## src/rtl/wb_pkg.sv

```systemverilog
// Shared types and helpers for the register-file writeback arbiter.
// Latency: n/a (declarations only).
// Backpressure: n/a.
package wb_pkg;

    localparam int DATA_W   = 32;
    localparam int ADDR_W   = 5;
    localparam int NUM_REGS = 32;

    typedef struct packed {
        logic [ADDR_W-1:0] rd;
        logic [DATA_W-1:0] data;
    } wb_entry_t;

    // Decode a destination index into a register mask. x0 is hardwired
    // and never represents a real pending write, so its bit stays clear.
    function automatic logic [NUM_REGS-1:0] onehot_rd(input logic [ADDR_W-1:0] rd);
        logic [NUM_REGS-1:0] mask;
        mask = '0;
        if (rd != '0) begin
            mask[rd] = 1'b1;
        end
        return mask;
    endfunction

endpackage

```

## src/rtl/wb_arbiter_if.sv

```systemverilog
// Producer/register-file bundle for the writeback arbiter.
// Latency: n/a (wiring only).
// Backpressure: valid/ready on both producer channels.
// Ports: alu_* and mem_* producer channels, write_* register-file port,
// pending hazard mask. "master" is the producer/consumer side, "slave" the arbiter.
interface wb_arbiter_if #(
    parameter int DATA_W = 32,
    parameter int ADDR_W = 5
);
    logic              alu_valid;
    logic              alu_ready;
    logic [ADDR_W-1:0] alu_rd;
    logic [DATA_W-1:0] alu_data;

    logic              mem_valid;
    logic              mem_ready;
    logic [ADDR_W-1:0] mem_rd;
    logic [DATA_W-1:0] mem_data;

    logic [ADDR_W-1:0] write_reg;
    logic [DATA_W-1:0] write_d;
    logic              reg_write;
    logic [31:0]       pending;

    modport master (
        output alu_valid, alu_rd, alu_data,
        output mem_valid, mem_rd, mem_data,
        input  alu_ready, mem_ready,
        input  write_reg, write_d, reg_write, pending
    );

    modport slave (
        input  alu_valid, alu_rd, alu_data,
        input  mem_valid, mem_rd, mem_data,
        output alu_ready, mem_ready,
        output write_reg, write_d, reg_write, pending
    );
endinterface

```

## src/rtl/wb_fifo.sv

```systemverilog
// Load-result FIFO of wb_entry_t with per-slot visibility for hazard tracking.
// Latency: entry visible at head the cycle after the push edge.
// Backpressure: push ignored while full, pop ignored while empty.
// Ports: clk, rst_n, push/din, pop, head, full, empty, slot_vld/slot_rd.
module wb_fifo
    import wb_pkg::*;
#(
    parameter int DEPTH = 4
) (
    input  logic                         clk,
    input  logic                         rst_n,
    input  logic                         push,
    input  wb_entry_t                    din,
    input  logic                         pop,
    output wb_entry_t                    head,
    output logic                         full,
    output logic                         empty,
    output logic [DEPTH-1:0]             slot_vld,
    output logic [DEPTH-1:0][ADDR_W-1:0] slot_rd
);
    localparam int AW = $clog2(DEPTH);

    // Pointers carry one extra MSB so full and empty are distinguishable
    // when the index bits match.
    logic [AW:0] wr_ptr;
    logic [AW:0] rd_ptr;
    logic [AW:0] count;
    wb_entry_t   mem [DEPTH];
    logic        push_ok;
    logic        pop_ok;

    assign count   = wr_ptr - rd_ptr;
    assign empty   = (wr_ptr == rd_ptr);
    assign full    = (wr_ptr[AW] != rd_ptr[AW]) && (wr_ptr[AW-1:0] == rd_ptr[AW-1:0]);
    assign push_ok = push && !full;
    assign pop_ok  = pop && !empty;
    assign head    = mem[rd_ptr[AW-1:0]];

    always_ff @(posedge clk or negedge rst_n) begin
        if (!rst_n) begin
            wr_ptr <= '0;
            rd_ptr <= '0;
        end else begin
            if (push_ok) begin
                wr_ptr <= wr_ptr + 1'b1;
            end
            if (pop_ok) begin
                rd_ptr <= rd_ptr + 1'b1;
            end
        end
    end

    // Storage needs no reset: the pointers alone define which slots are live.
    always_ff @(posedge clk) begin
        if (push_ok) begin
            mem[wr_ptr[AW-1:0]] <= din;
        end
    end

    // A slot is live when its distance from the read index is below the
    // occupancy count.
    for (genvar g = 0; g < DEPTH; g++) begin : g_slot
        assign slot_vld[g] = ({1'b0, AW'(g) - rd_ptr[AW-1:0]} < count);
        assign slot_rd[g]  = mem[g].rd;
    end

endmodule

```

## src/rtl/wb_arbiter.sv

```systemverilog
// Writeback arbiter: ALU (priority) and buffered load results share the register-file write port.
// Latency: ALU 1 cycle to write port; loads >= 2 cycles (enqueue, dequeue, write).
// Backpressure: alu_ready drops for one cycle after STARVE_LIMIT ALU wins over a waiting load; mem_ready = !fifo_full.
// Ports: clk, rst_n (async active-low), bus (wb_arbiter_if.slave).
module wb_arbiter #(
    parameter int DATA_W       = 32,
    parameter int ADDR_W       = 5,
    parameter int FIFO_DEPTH   = 4,
    parameter int STARVE_LIMIT = 3
) (
    input  logic         clk,
    input  logic         rst_n,
    wb_arbiter_if.slave  bus
);
    import wb_pkg::*;

    localparam int CW = $clog2(STARVE_LIMIT + 1);
    localparam logic [CW-1:0] LIMIT = CW'(STARVE_LIMIT);

    // Starvation state is fully implied by the counter and FIFO occupancy.
    localparam logic [0:0] ST_NORMAL = 1'b0;
    localparam logic [0:0] ST_DRAIN  = 1'b1;

    wb_entry_t                              fifo_din;
    wb_entry_t                              fifo_head;
    logic                                   fifo_full;
    logic                                   fifo_empty;
    logic [FIFO_DEPTH-1:0]                  slot_vld;
    logic [FIFO_DEPTH-1:0][wb_pkg::ADDR_W-1:0] slot_rd;

    logic [CW-1:0]      starve_cnt;
    logic [0:0]         arb_state;
    logic               alu_xfer;
    logic               enq;
    logic               deq;

    logic [ADDR_W-1:0]  write_reg_q;
    logic [DATA_W-1:0]  write_d_q;
    logic               reg_write_q;
    logic [NUM_REGS-1:0] pending_mask;

    assign fifo_din = '{rd: bus.mem_rd, data: bus.mem_data};

    wb_fifo #(
        .DEPTH (FIFO_DEPTH)
    ) u_fifo (
        .clk      (clk),
        .rst_n    (rst_n),
        .push     (enq),
        .din      (fifo_din),
        .pop      (deq),
        .head     (fifo_head),
        .full     (fifo_full),
        .empty    (fifo_empty),
        .slot_vld (slot_vld),
        .slot_rd  (slot_rd)
    );

    // Readies depend only on registered state, keeping inputs off every output path.
    assign arb_state     = (!fifo_empty && (starve_cnt == LIMIT)) ? ST_DRAIN : ST_NORMAL;
    assign bus.alu_ready = (arb_state == ST_NORMAL);
    assign bus.mem_ready = !fifo_full;

    assign alu_xfer = bus.alu_valid && bus.alu_ready;
    assign enq      = bus.mem_valid && !fifo_full;
    // Dequeue decision uses pre-edge occupancy, so a load pushed into an
    // empty FIFO waits until the following edge.
    assign deq      = !alu_xfer && !fifo_empty;

    always_ff @(posedge clk or negedge rst_n) begin
        if (!rst_n) begin
            starve_cnt <= '0;
        end else if (fifo_empty || deq) begin
            starve_cnt <= '0;
        end else if (alu_xfer && (starve_cnt != LIMIT)) begin
            starve_cnt <= starve_cnt + 1'b1;
        end
    end

    // x0 entries are consumed like any other but never raise the write enable.
    always_ff @(posedge clk or negedge rst_n) begin
        if (!rst_n) begin
            write_reg_q <= '0;
            write_d_q   <= '0;
            reg_write_q <= 1'b0;
        end else if (alu_xfer) begin
            write_reg_q <= bus.alu_rd;
            write_d_q   <= bus.alu_data;
            reg_write_q <= (bus.alu_rd != '0);
        end else if (deq) begin
            write_reg_q <= fifo_head.rd;
            write_d_q   <= fifo_head.data;
            reg_write_q <= (fifo_head.rd != '0);
        end else begin
            reg_write_q <= 1'b0;
        end
    end

    always_comb begin
        pending_mask = '0;
        for (int i = 0; i < FIFO_DEPTH; i++) begin
            if (slot_vld[i]) begin
                pending_mask = pending_mask | onehot_rd(slot_rd[i]);
            end
        end
        if (reg_write_q) begin
            pending_mask = pending_mask | onehot_rd(write_reg_q);
        end
    end

    assign bus.write_reg = write_reg_q;
    assign bus.write_d   = write_d_q;
    assign bus.reg_write = reg_write_q;
    assign bus.pending   = pending_mask;

endmodule
```

## src/flat_wrapper.sv

```systemverilog
// flat-port wrapper written by rule: the top's interface ports become plain ports
module wb_arbiter_flat import wb_pkg::*;
#(
    parameter int DATA_W       = 32,
    parameter int ADDR_W       = 5,
    parameter int FIFO_DEPTH   = 4,
    parameter int STARVE_LIMIT = 3
)
  (clk, rst_n, bus_alu_valid, bus_alu_rd, bus_alu_data, bus_mem_valid, bus_mem_rd, bus_mem_data, bus_alu_ready, bus_mem_ready, bus_write_reg, bus_write_d, bus_reg_write, bus_pending);
  wb_arbiter_if #(.DATA_W(DATA_W), .ADDR_W(ADDR_W)) bus_i ();
  input  logic clk;
  input  logic rst_n;
  input wire logic [$bits(bus_i.alu_valid)-1:0] bus_alu_valid;
  input wire logic [$bits(bus_i.alu_rd)-1:0] bus_alu_rd;
  input wire logic [$bits(bus_i.alu_data)-1:0] bus_alu_data;
  input wire logic [$bits(bus_i.mem_valid)-1:0] bus_mem_valid;
  input wire logic [$bits(bus_i.mem_rd)-1:0] bus_mem_rd;
  input wire logic [$bits(bus_i.mem_data)-1:0] bus_mem_data;
  output wire logic [$bits(bus_i.alu_ready)-1:0] bus_alu_ready;
  output wire logic [$bits(bus_i.mem_ready)-1:0] bus_mem_ready;
  output wire logic [$bits(bus_i.write_reg)-1:0] bus_write_reg;
  output wire logic [$bits(bus_i.write_d)-1:0] bus_write_d;
  output wire logic [$bits(bus_i.reg_write)-1:0] bus_reg_write;
  output wire logic [$bits(bus_i.pending)-1:0] bus_pending;
  assign bus_i.alu_valid = bus_alu_valid;
  assign bus_i.alu_rd = bus_alu_rd;
  assign bus_i.alu_data = bus_alu_data;
  assign bus_i.mem_valid = bus_mem_valid;
  assign bus_i.mem_rd = bus_mem_rd;
  assign bus_i.mem_data = bus_mem_data;
  assign bus_alu_ready = bus_i.alu_ready;
  assign bus_mem_ready = bus_i.mem_ready;
  assign bus_write_reg = bus_i.write_reg;
  assign bus_write_d = bus_i.write_d;
  assign bus_reg_write = bus_i.reg_write;
  assign bus_pending = bus_i.pending;
  wb_arbiter #(.DATA_W(DATA_W), .ADDR_W(ADDR_W), .FIFO_DEPTH(FIFO_DEPTH), .STARVE_LIMIT(STARVE_LIMIT)) u_core (.clk(clk), .rst_n(rst_n), .bus(bus_i));
endmodule
```

## config.mk

```make
export PLATFORM = sky130hd
export DESIGN_NAME = wb_arbiter_flat
export DESIGN_NICKNAME = d
export VERILOG_FILES = /design/src/rtl/wb_pkg.sv /design/src/rtl/wb_arbiter_if.sv /design/src/rtl/wb_fifo.sv /design/src/rtl/wb_arbiter.sv /design/src/flat_wrapper.sv
export SDC_FILE = /design/constraint.sdc
export NUM_CORES = 1
export LEC_CHECK = 0
export ABC_CLOCK_PERIOD_IN_PS = 5100
export CELL_PAD_IN_SITES_DETAIL_PLACEMENT = 0
export CELL_PAD_IN_SITES_GLOBAL_PLACEMENT = 1
export CORE_UTILIZATION = 44
export DETAILED_ROUTE_END_ITERATION = 6
export GPL_ROUTABILITY_DRIVEN = 0
export PLACE_DENSITY = 0.81
export SETUP_SLACK_MARGIN = 0.05
export SLEW_MARGIN = 5
export SYNTH_ARGS = -nofsm -noshare
export SYNTH_HDL_FRONTEND = slang
export SYNTH_SLANG_ARGS = --single-unit
```

## constraint.sdc

```tcl
create_clock -name clk -period 5.1 [get_ports clk]
set_clock_uncertainty 0.05 [all_clocks]
set_input_delay 1.02 -clock clk [delete_from_list [all_inputs] [get_ports clk]]
set_output_delay 1.02 -clock clk [all_outputs]
set_load 0.05 [all_outputs]
```

==> impl_metrics.env <==
export IMPL_port_buffers=148
export IMPL_row_count=52
export IMPL_holdCritStartpoint="u_core.starve_cnt[0]"
export IMPL_synth_cells_most_frequent="edfxtp_1, nand2_1, nor2_1"
export IMPL_grt_overflow=0
export IMPL_die_h_um=146
export IMPL_postLayoutCellArea_um2=11400
export IMPL_required_ns=4.03
export IMPL_synth_nets=782
export IMPL_synth_most_common_cell="edfxtp_1"
export IMPL_r2r_end="u_core.bus.write_d[25]"
export IMPL_clockRootBuffer="clkbuf_16"
export IMPL_ys_types=53
export IMPL_area_growth_pct=24.6
export IMPL_dp_cells=1076
export IMPL_min_path_type="reg -> reg"
export IMPL_critPathMaxFanout=4
export IMPL_place_ws_ns=0.652
export IMPL_arrival_ns=3.62
export IMPL_instances_no_fill=1108
export IMPL_cts_sinks=194
export IMPL_num_antenna_cells=0
export IMPL_fin_crit_sh_pct=92.0
export IMPL_hold_depth=1
export IMPL_initial_core_util_pct=44.9
export IMPL_core_area_um2=20300
export IMPL_nets=917
export IMPL_synth_area_um2=9120
export IMPL_drive_above_1_share_pct=14.8
export IMPL_cts_hold_buf=0
export IMPL_wl_mm=23.3
export IMPL_ys_top_cells_by_area="edfxtp_1, dfrtp_1, mux4_2"
export IMPL_critPathLaunchType="flop"
export IMPL_timing_rr_start="u_core.u_fifo.wr_ptr[0]"
export IMPL_grt_pass1_vias=6704
export IMPL_firstDrtPassIters=6
export IMPL_holdPathEnd="u_core.starve_cnt[0]"
export IMPL_finalCriticalPeriod_ns=4.69
export IMPL_ios=150
export IMPL_finalHoldViolCount=0
export IMPL_placed_area_um2=10800
export IMPL_wl_per_cell_um=21.0
export IMPL_ys_seq_elements=194
export IMPL_run_status="finished clean"
export IMPL_r2r_cells=10
export IMPL_cts_buffers=17
export IMPL_clk_path_buf_depth=2
export IMPL_setup_ws_ns=0.408
export IMPL_path_clk_slew_ns=0.07
export IMPL_drt_iter0_drc=447
export IMPL_cts_tree="yes"
export IMPL_avgSynthCellArea_um2=13.2
export IMPL_worstMarginPinSlew_ns=1.05
export IMPL_track_usage_pct=22.3
export IMPL_synthDominantCellAreaShare_pct=48.7
export IMPL_antenna_found_initial=0
export IMPL_drc=0
export IMPL_leakage_nw=4.11
export IMPL_largest_reg_flops=148
export IMPL_fin_setup_tns_ns=0
export IMPL_cp_end_kind="primary output"
export IMPL_slew_violations=0
export IMPL_ys_seq_area_share_pct=61.4
export IMPL_grt_setup_unrepaired="no"
export IMPL_via_count=6600
export IMPL_fp_dieArea_um2=21300
export IMPL_syn_inst=690
export IMPL_vdd_ir_drop_max_uv=374
export IMPL_synth_warning_count=0
export IMPL_slew_headroom_pct=29.9
export IMPL_synth_edff_count=148
export IMPL_setup_viol=0
export IMPL_ctsHtreeMaxLevel=4
export IMPL_async_flop_share_pct=23.7
export IMPL_via_per_inst=5.96
export IMPL_die_x_um=146
export IMPL_grt_max_degree=54
export IMPL_insertion_delay_ns=0.42
export IMPL_yosysTopAreaCell="edfxtp_1"
export IMPL_powerDensity_nw_per_um2=708
export IMPL_synth_main_ff_cell="edfxtp_1"
export IMPL_grt_pass1_wl_mm=36.4
export IMPL_worstSetupPathType="reg -> out"
export IMPL_maxCapViolCount=0
export IMPL_ant_nets=0
export IMPL_reg2reg_slack_ns=2.42
export IMPL_fmax_mhz=213
export IMPL_dp_final_hpwl_mm=15.8
-- worst max path at each step --
stage / startpoint / to / slack, ns
after floorplan: u_core.u_fifo.rd_ptr[1] / bus_pending[23] / 0.71
after global placement: u_core.u_fifo.wr_ptr[0] / bus_pending[2] / 0.76
after detailed placement: u_core.u_fifo.wr_ptr[0] / bus_pending[2] / 0.65
after CTS: u_core.u_fifo.wr_ptr[0] / bus_pending[2] / 0.19
after global routing: u_core.u_fifo.wr_ptr[0] / bus_pending[21] / 0.15
final: u_core.u_fifo.wr_ptr[0] / bus_pending[25] / 0.41
-- cell type report --
cell class | instances | area, µm²
Clock buffer | 18 | 429
Clock inverter | 14 | 180
Fill cell | 1672 | 8940
Inverter | 8 | 30.0
Multi-Input combinational cell | 449 | 3320
Sequential cell | 194 | 5600
Tap cell | 270 | 338
Timing Repair Buffer | 155 | 1470
-- what timing repair did --
item	4_1_cts	5_1_grt
gates resized for setup	0	1
setup endpoints to repair	0	1
buffers inserted	0	0
-- cell usage in the layout (no fill, tap or decap), types with 5 or more instances in the layout --
cell             count
mux4_2              37
and3_1               6
dfrtp_1             44
clkdlybuf4s50_1    116
o21ai_0             13
a31oi_1             29
nor3_1               9
clkbuf_16           17
mux2i_1              5
edfxtp_1           148
and2_1               9
nor2_1              52
a211o_1              7
nand3b_1             5
buf_4               36
nand2b_1            12
inv_1                7
o211ai_1             6
or3_1               12
nand3_1             24
nor3b_1              5
nand2_1             78
o22ai_1             25
ha_1                13
a22oi_1             36
nor2b_1             12
-- cells by family after synthesis --
group,share of synthesized area [%]
fa+ha+maj,2.00
buf+inv,2.37
simple gates,13.7
flops,61.4
mux,9.69
xor+xnor,0.755
other cells,0.0411
compound gates,10.1
-- worst max-delay path, stage by stage (launching register included) --
cell	delay [ns]
dfrtp_1	0.42
inv_1	0.17
ha_1	0.22
inv_1	0.07
fa_1	0.48
inv_1	0.09
ha_1	0.29
nor2b_1	0.16
o21a_1	0.23
nor3b_1	0.53
a22oi_1	0.15
o211ai_1	0.15
buf_4	0.24
-- metal layers --
layer	GRT usage (%)	up-vias	routed length, µm
met5	0	-	0
met4	10.2	0	688
met3	4.51	56	1760
met2	37.3	352	11400
met1	28.1	3240	9500
li1	-	2952	-
-- per-stage QoR --
step	utilization [%]	total power, mW	hold WS, ns
after floorplan	-	5.40	0.369
after global placement	53.0	6.62	0.381
after detailed placement	53.0	6.70	0.389
after CTS	56.0	8.06	0.398
after global routing	56.0	8.45	0.411
final	56.0	8.04	0.397
-- power by group --
part | leakage, nW | switching, mW | internal [mW] | total, mW
Combinational | 1.94 | 2.80 | 1.44 | 4.23
Sequential | 1.89 | 0.250 | 2.20 | 2.45
Clock | 0.284 | 0.584 | 0.778 | 1.36
Note: power is estimated with default switching activity, not from simulation.
